[src/rtl/inv_div_scheduler.sv]
// inv_div_scheduler
// -----------------------------------------------------------------------------
// Drives the adjugate-divided-by-determinant stage of a 4x4 matrix inverse
// through one shared, pipelined divider. A pass works as follows:
//   1. On start, the adjugate elements and the determinant are latched.
//   2. Every element is sent as a dividend with the determinant as the divisor.
//   3. Quotients come back in request order and are written into out_mat.
//
// Optional feature (compile-time macro INV_SINGULAR_CHECK_EN):
//   When the latched determinant is +0 or -0 (all bits except the sign are
//   zero), the pass sends no requests, clears out_mat and raises singular.
//   When the macro is not defined, every pass divides and singular is tied low.
//
// Ports
//   clk            single clock, rising edge
//   rst_n          synchronous, active-low reset
//   start          one-cycle request to begin a pass (ignored while busy)
//   adj_in         N packed elements; element i is at [i*DW +: DW]
//   det_in         determinant (divisor)
//   div_req_valid  request to the divider
//   div_req_ready  divider can take a request
//   div_a, div_b   dividend and divisor for the request
//   div_rsp_valid  quotient valid, returned in request order
//   div_q          quotient
//   out_mat        inverse elements, packed the same way as adj_in
//   busy           high from an accepted start until done
//   done           one-cycle pulse when out_mat is complete
//   singular       zero-determinant flag for the last pass
// -----------------------------------------------------------------------------
module inv_div_scheduler #(
    parameter int DW = 32,
    parameter int N  = 16
) (
    input  logic            clk,
    input  logic            rst_n,
    input  logic            start,
    input  logic [N*DW-1:0] adj_in,
    input  logic [DW-1:0]   det_in,
    output logic            div_req_valid,
    input  logic            div_req_ready,
    output logic [DW-1:0]   div_a,
    output logic [DW-1:0]   div_b,
    input  logic            div_rsp_valid,
    input  logic [DW-1:0]   div_q,
    output logic [N*DW-1:0] out_mat,
    output logic            busy,
    output logic            done,
    output logic            singular
);

    localparam int IW = $clog2(N);
    // One extra bit so a counter can reach N without wrapping back to 0.
    localparam int CW = IW + 1;
    localparam logic [CW-1:0] LAST = CW'(N - 1);

    typedef enum logic [1:0] {IDLE, ISSUE, DRAIN, FIN} state_t;

    state_t         state_reg;
    logic [DW-1:0]  adj_reg [N];
    logic [DW-1:0]  det_reg;
    logic [DW-1:0]  out_reg [N];
    logic [DW-1:0]  adj_w   [N];
    logic [CW-1:0]  issue_cnt_reg;
    logic [CW-1:0]  ret_cnt_reg;
    logic           req_valid_reg;
    logic           busy_reg;
    logic           done_reg;
    logic           skip_w;

    // Unpack the input bus and pack the result registers.
    generate
        for (genvar gi = 0; gi < N; gi++) begin : g_pack
            assign adj_w[gi]                = adj_in[gi*DW +: DW];
            assign out_mat[gi*DW +: DW]     = out_reg[gi];
        end
    endgenerate

`ifdef INV_SINGULAR_CHECK_EN
    logic singular_reg;
    // The sign bit is ignored, so both +0 and -0 count as zero.
    assign skip_w   = (det_reg[DW-2:0] == '0);
    assign singular = singular_reg;
`else
    assign skip_w   = 1'b0;
    assign singular = 1'b0;
`endif

    // Both operands come from registers that only change on an accepted start.
    // This keeps them stable for as long as a request is stalled.
    assign div_req_valid = req_valid_reg;
    assign div_a         = adj_reg[issue_cnt_reg[IW-1:0]];
    assign div_b         = det_reg;
    assign busy          = busy_reg;
    assign done          = done_reg;

    always_ff @(posedge clk) begin
        if (!rst_n) begin
            state_reg     <= IDLE;
            issue_cnt_reg <= '0;
            ret_cnt_reg   <= '0;
            req_valid_reg <= 1'b0;
            busy_reg      <= 1'b0;
            done_reg      <= 1'b0;
`ifdef INV_SINGULAR_CHECK_EN
            singular_reg  <= 1'b0;
`endif
            for (int i = 0; i < N; i++) begin
                out_reg[i] <= '0;
            end
        end else begin
            case (state_reg)
                IDLE: begin
                    if (start) begin
                        for (int i = 0; i < N; i++) begin
                            adj_reg[i] <= adj_w[i];
                        end
                        det_reg       <= det_in;
                        issue_cnt_reg <= '0;
                        ret_cnt_reg   <= '0;
                        busy_reg      <= 1'b1;
                        state_reg     <= ISSUE;
`ifdef INV_SINGULAR_CHECK_EN
                        singular_reg  <= 1'b0;
                        // For a zero determinant, no request is ever raised.
                        // ISSUE then skips straight to FIN.
                        req_valid_reg <= (det_in[DW-2:0] != '0);
`else
                        req_valid_reg <= 1'b1;
`endif
                    end
                end

                ISSUE, DRAIN: begin
                    if (state_reg == ISSUE && skip_w) begin
                        for (int i = 0; i < N; i++) begin
                            out_reg[i] <= '0;
                        end
`ifdef INV_SINGULAR_CHECK_EN
                        singular_reg <= 1'b1;
`endif
                        req_valid_reg <= 1'b0;
                        busy_reg      <= 1'b0;
                        done_reg      <= 1'b1;
                        state_reg     <= FIN;
                    end else begin
                        // req_valid_reg is always low in DRAIN.
                        // This branch therefore only fires in ISSUE.
                        if (req_valid_reg && div_req_ready) begin
                            issue_cnt_reg <= issue_cnt_reg + 1'b1;
                            if (issue_cnt_reg == LAST) begin
                                req_valid_reg <= 1'b0;
                                state_reg     <= DRAIN;
                            end
                        end
                        // A response can be taken in the same cycle as a
                        // request transfer.
                        if (div_rsp_valid) begin
                            out_reg[ret_cnt_reg[IW-1:0]] <= div_q;
                            ret_cnt_reg <= ret_cnt_reg + 1'b1;
                            if (ret_cnt_reg == LAST) begin
                                req_valid_reg <= 1'b0;
                                busy_reg      <= 1'b0;
                                done_reg      <= 1'b1;
                                state_reg     <= FIN;
                            end
                        end
                    end
                end

                FIN: begin
                    done_reg  <= 1'b0;
                    state_reg <= IDLE;
                end

                default: begin
                    state_reg <= IDLE;
                end
            endcase
        end
    end

endmodule

[config.mk]
export PLATFORM = sky130hd
export DESIGN_NAME = inv_div_scheduler
export DESIGN_NICKNAME = d
export VERILOG_FILES = /design/src/rtl/inv_div_scheduler.sv
export SDC_FILE = /design/constraint.sdc
export NUM_CORES = 1
export LEC_CHECK = 0
export CAP_MARGIN = 25
export CORE_AREA = 5 5 445 447
export DETAILED_ROUTE_END_ITERATION = 12
export DIE_AREA = 0 0 450 452
export PLACE_DENSITY = 0.45
export SYNTH_ARGS = -nofsm -noshare
export SYNTH_HDL_FRONTEND = slang
export SYNTH_SLANG_ARGS = --single-unit
export TNS_END_PERCENT = 30
[constraint.sdc]
create_clock -name clk -period 18.1 [get_ports clk]
set_clock_uncertainty 0.2 [all_clocks]
set_input_delay 3.62 -clock clk [delete_from_list [all_inputs] [get_ports clk]]
set_output_delay 3.62 -clock clk [all_outputs]
set_load 0.02 [all_outputs]
======== Word-level counts from Yosys, hierarchy flattened ========
Memories as Yosys holds them, arrays and structs flattened. A register that Yosys moved wholly into a read port is not among the register bits.
Index checks and enable logic that the tools add are counted.
word-level totals
  flip-flop bits (word level) ............. 47
  bits in writable memories ............... 1024
  bits of input ports ..................... 581
  output and inout bits ................... 580
  logic and storage cells ................. 69
  memories kept ........................... 2
operators by class
  add/sub/neg operators ................... 2
  eq/ne operators ......................... 9
  mux-type cells .......................... 37
  reductions and logical operators ........ 12
memories
  name     words  width  rd ports  clocked after memory_dff  write ports  RTL line  source
  adj_reg  16     32     1         1                         16           59        logic [DW-1:0] adj_reg [N];
  out_reg  16     32     16        0                         16           61        logic [DW-1:0] out_reg [N];
operators with widths
  cell                                                  count
  2-to-1 mux 32 bit                                     1
  OR reduction 32 bit                                   1
  one-hot mux 5 bit (2 select lines)                    2
  2-to-1 mux 1 bit                                      19
  2-to-1 mux 5 bit                                      3
  2-to-1 mux 4 bit                                      3
  AND reduction 3 bit                                   4
  adder 5 x 1 -> 5 bit (second input constant)          2
  equality test 5 x 4 -> 1 bit (second input constant)  2
  2-to-1 mux 2 bit                                      5
  inequality test 2 bit (second input constant)         4
  one-hot mux 1 bit (2 select lines)                    3
  one-hot mux 2 bit (3 select lines)                    1
  equality test 2 bit (second input constant)           2
  AND reduction 4 bit                                   1
  nonzero test 2 bit                                    2
  equality test 2 x 1 -> 1 bit (second input constant)  1
  logical NOT 2 bit                                     1
  AND reduction 2 bit                                   1
  OR reduction 2 bit                                    1
  logical AND 1 bit                                     1

======== Longest topological paths before layout ========
  word-level depth ........................ 7
  mapped depth ............................ 7
  mapped depth without buffers ............ 7

======== Worst setup path after synthesis ========
Ideal clock, no wire load.
  kind .................................... input to register
  start ................................... in rst_n
  end ..................................... mem adj_reg[0][0], enable pin
  arrival time ............................ 15708 ps
  setup slack ............................. 1245 ps
  stages .................................. 3
  cell sequence ........................... buf_2 > clkbuf_1 > and3_1
RTL lines
  item         RTL line  source
  from (decl)  35        input logic rst_n,
  to (decl)    59

==> impl_metrics.ini <==
[layout]
fin_util = 0.306
fin_area_um2 = 59400
layout-drive-gt1-share = 0.124
final_common_cell = clkdlybuf4s50_1
fillCellCount = 19100
final_cell_count_no_fill = 5962
area_growth_pct = 47.9
final_cell_mix = 1157 x clkdlybuf4s50_1, 1056 x edfxtp_1, 512 x and2_1
final_nets = 3881

[synth]
syn_nets = 2660
synth-seq-cells = 1075
syn_area_per_cell_um2 = 19.4
synth.distinct_cells = 41
netlist_area_um2 = 40100
netlist_top_cells_area = edfxtp_1 79%, and2_1 8.0%, mux4_2 7.2%
syn_inst = 2070
synth-seq-area-share = 0.799
yosysTopAreaCellShare = 0.790
synth_warnings = 0
synth_top_cell_by_area = edfxtp_1

[detailed_routing]
avgRoutedWirePerCell_um = 26.5
num_vias = 23400
drt-total-wl_mm = 158
antenna_left = 0
vias_per_cell = 3.93
drc = 0
dr.pass1.iters = 5
drtIter0Drc = 1643

[timing]
max-slew-margin-rel = 0.141
fin_crit_sh = 0.464
setup_viol = 0
fin_tns_setup_ns = 0
period_needed_ns = 8.39
rsz0062_at_grt = false
slew_violations = 0
report.final.hold_viol_count = 0
fmaxAchievable_ghz = 0.119
tightest_slew_ns = 1.29

[worst_setup_path]
r2r_slack_ns = 13.44
slowest_stage = buf_4
r2r-start = state_reg[1]
reg2reg_depth = 6
critPathMaxStageDelay_ns = 0.80
crit_chain = buf_12, buf_4, mux4_2, a22oi_1, nand2_1, clkdlybuf4s50_1
r2r-end = adj_reg[8][3]
worstSetupEndpointType = primary output
path_max_fanout = 75
critical_path_required_ns = 14.28
setup.worst_path.end = div_a[4]
startpoint_type = register
critical_path_class = reg -> out
cp.arrival_ns = 4.57

[placed_design]
hpwl_mm = 114
place_area_um2 = 55300
place_congestion = 0.771
port_buffers = 1159
place_inst = 5708

[floorplan]
fp.dieW_um = 450
core_area_um2 = 194000
ioPinCount = 1161
row_count = 162
die_h_um = 452
die_area_um2 = 203000
initial_utilization = 0.207

[global_routing]
use_met1 = 0.156
grt_max_degree = 190
gr-max-usage-layer = met2
grt_use_met2 = 0.278
grt_pass1_vias = 24700
grtUsageMet3 = 0.0512
overflow = 0
grt_usage = 0.150
grt_pass1_wl_mm = 211
antenna_found_initial = 67

[cts]
postCtsHoldBufs = 0
root_buffer = clkbuf_16
h-tree-depth = 3
cts_setup_buffers = 0
cts_resized = 0
numCtsBuffers = 120
cts_tree = yes
clkTransAtPathRegs_ns = 0.06
cts.sinks = 1075
clkLatencyLatePin_ns = 0.76
cts_buffer_depth = 3

[power_and_ir_drop]
power.density_nw_per_um2 = 98.3
p_leak_nw = 20.0
peakVddDrop_uv = 75.6
p_total_mw = 5.83

[min_path]
hp-class = reg -> reg

[flow_run]
maxCapViolations = 0

[status]
outcome = finished, final reports clean
==> worst max-delay path: cells and delay by family, from the launching register on <==
family	cells	cell delay, ns
AOI/OAI and AO/OA	1	0.38
buffers and inverters	3	1.85
DFF	1	0.57
muxes	1	0.60
and+or+nand+nor	1	0.19
==> power by group <==
part	switching [mW]	total (mW)	internal, mW	leakage (nW)
clock network	1.07	2.48	1.41	1.92
logic	0.248	0.482	0.235	7.56
registers	0.0326	2.87	2.84	10.5
total	1.35	5.83	4.48	20.0
==> layer usage <==
layer | wire length, um | vias to the layer above | share of wire
met1 | 55500 | 11700 | 0.35
li1 | - | 10400 | -
met5 | 359 | - | 0.0023
met3 | 12400 | 261 | 0.079
met4 | 5200 | 54 | 0.033
met2 | 84300 | 963 | 0.53
==> stage by stage <==
stage                     hold slack [ns]  setup slack [ns]
after floorplan                     0.256              1.24
after global placement              0.266              9.87
after detailed placement            0.286              9.82
after CTS                           0.291              9.49
after global routing                0.341              9.30
final                               0.285              9.71
==> cell usage after synthesis <==
| cell type | n |
|---|---|
| a211oi_1 | 1 |
| a21boi_0 | 7 |
| a21o_1 | 1 |
| a21oi_1 | 6 |
| a22oi_1 | 65 |
| a2bb2oi_1 | 1 |
| a31oi_1 | 1 |
| and2_1 | 513 |
| and3_1 | 4 |
| and3b_1 | 1 |
| buf_1 | 9 |
| buf_2 | 13 |
| buf_4 | 11 |
| clkbuf_1 | 100 |
| conb_1 | 1 |
| dfxtp_1 | 19 |
| edfxtp_1 | 1056 |
| ha_1 | 9 |
| inv_1 | 9 |
| mux2i_1 | 1 |
| mux4_2 | 128 |
| nand2_1 | 38 |
| nand2b_1 | 7 |
| nand3_1 | 3 |
| nand3b_1 | 1 |
| nand4_1 | 3 |
| nand4_2 | 1 |
| nand4b_1 | 1 |
| nor2_1 | 15 |
| nor2b_1 | 5 |
| nor3_2 | 4 |
| nor3b_1 | 1 |
| o2111ai_1 | 2 |
| o21ai_0 | 17 |
| o21bai_1 | 1 |
| o221a_2 | 1 |
| o311a_1 | 1 |
| o31ai_1 | 6 |
| o41ai_1 | 1 |
| or3_1 | 1 |
| or4_1 | 5 |
==> worst min path at each step <==
stage	endpoint	startpoint	slack, ns	cells past startpoint
2_1_floorplan	ret_cnt_reg[4]	ret_cnt_reg[4]	0.26	2
3_3_place_gp	ret_cnt_reg[4]	ret_cnt_reg[4]	0.27	2
3_5_place_dp	ret_cnt_reg[4]	ret_cnt_reg[4]	0.29	2
4_1_cts	ret_cnt_reg[4]	ret_cnt_reg[4]	0.29	2
5_1_grt	done	done	0.34	2
6_report	ret_cnt_reg[4]	ret_cnt_reg[4]	0.29	2
==> final cells by class <==
class | count | area, um^2 | area share
flip-flops and latches | 1075 | 32100 | 0.541
repair buffers | 1232 | 12300 | 0.207
multi-input cells | 853 | 7700 | 0.130
well taps | 2542 | 3180 | 0.0536
clock buffers | 144 | 3110 | 0.0525
clock inverters | 85 | 860 | 0.0145
diodes | 22 | 55.1 | 0.000927
inverters | 9 | 33.8 | 0.000569
==> cells by family (layout without fill, tap and decap cells) <==
kind of cell / Yosys count / in the layout / synth area share
mux: 129 / 129 / 0.0721
flops: 1075 / 1075 / 0.799
compound gates: 111 / 111 / 0.0196
fa+ha+maj: 9 / 9 / 0.00280
simple gates: 603 / 603 / 0.0914
other cells: 1 / 23 / 0.0000934
buf+inv: 142 / 1470 / 0.0147
(Power assumes the default switching activity.)
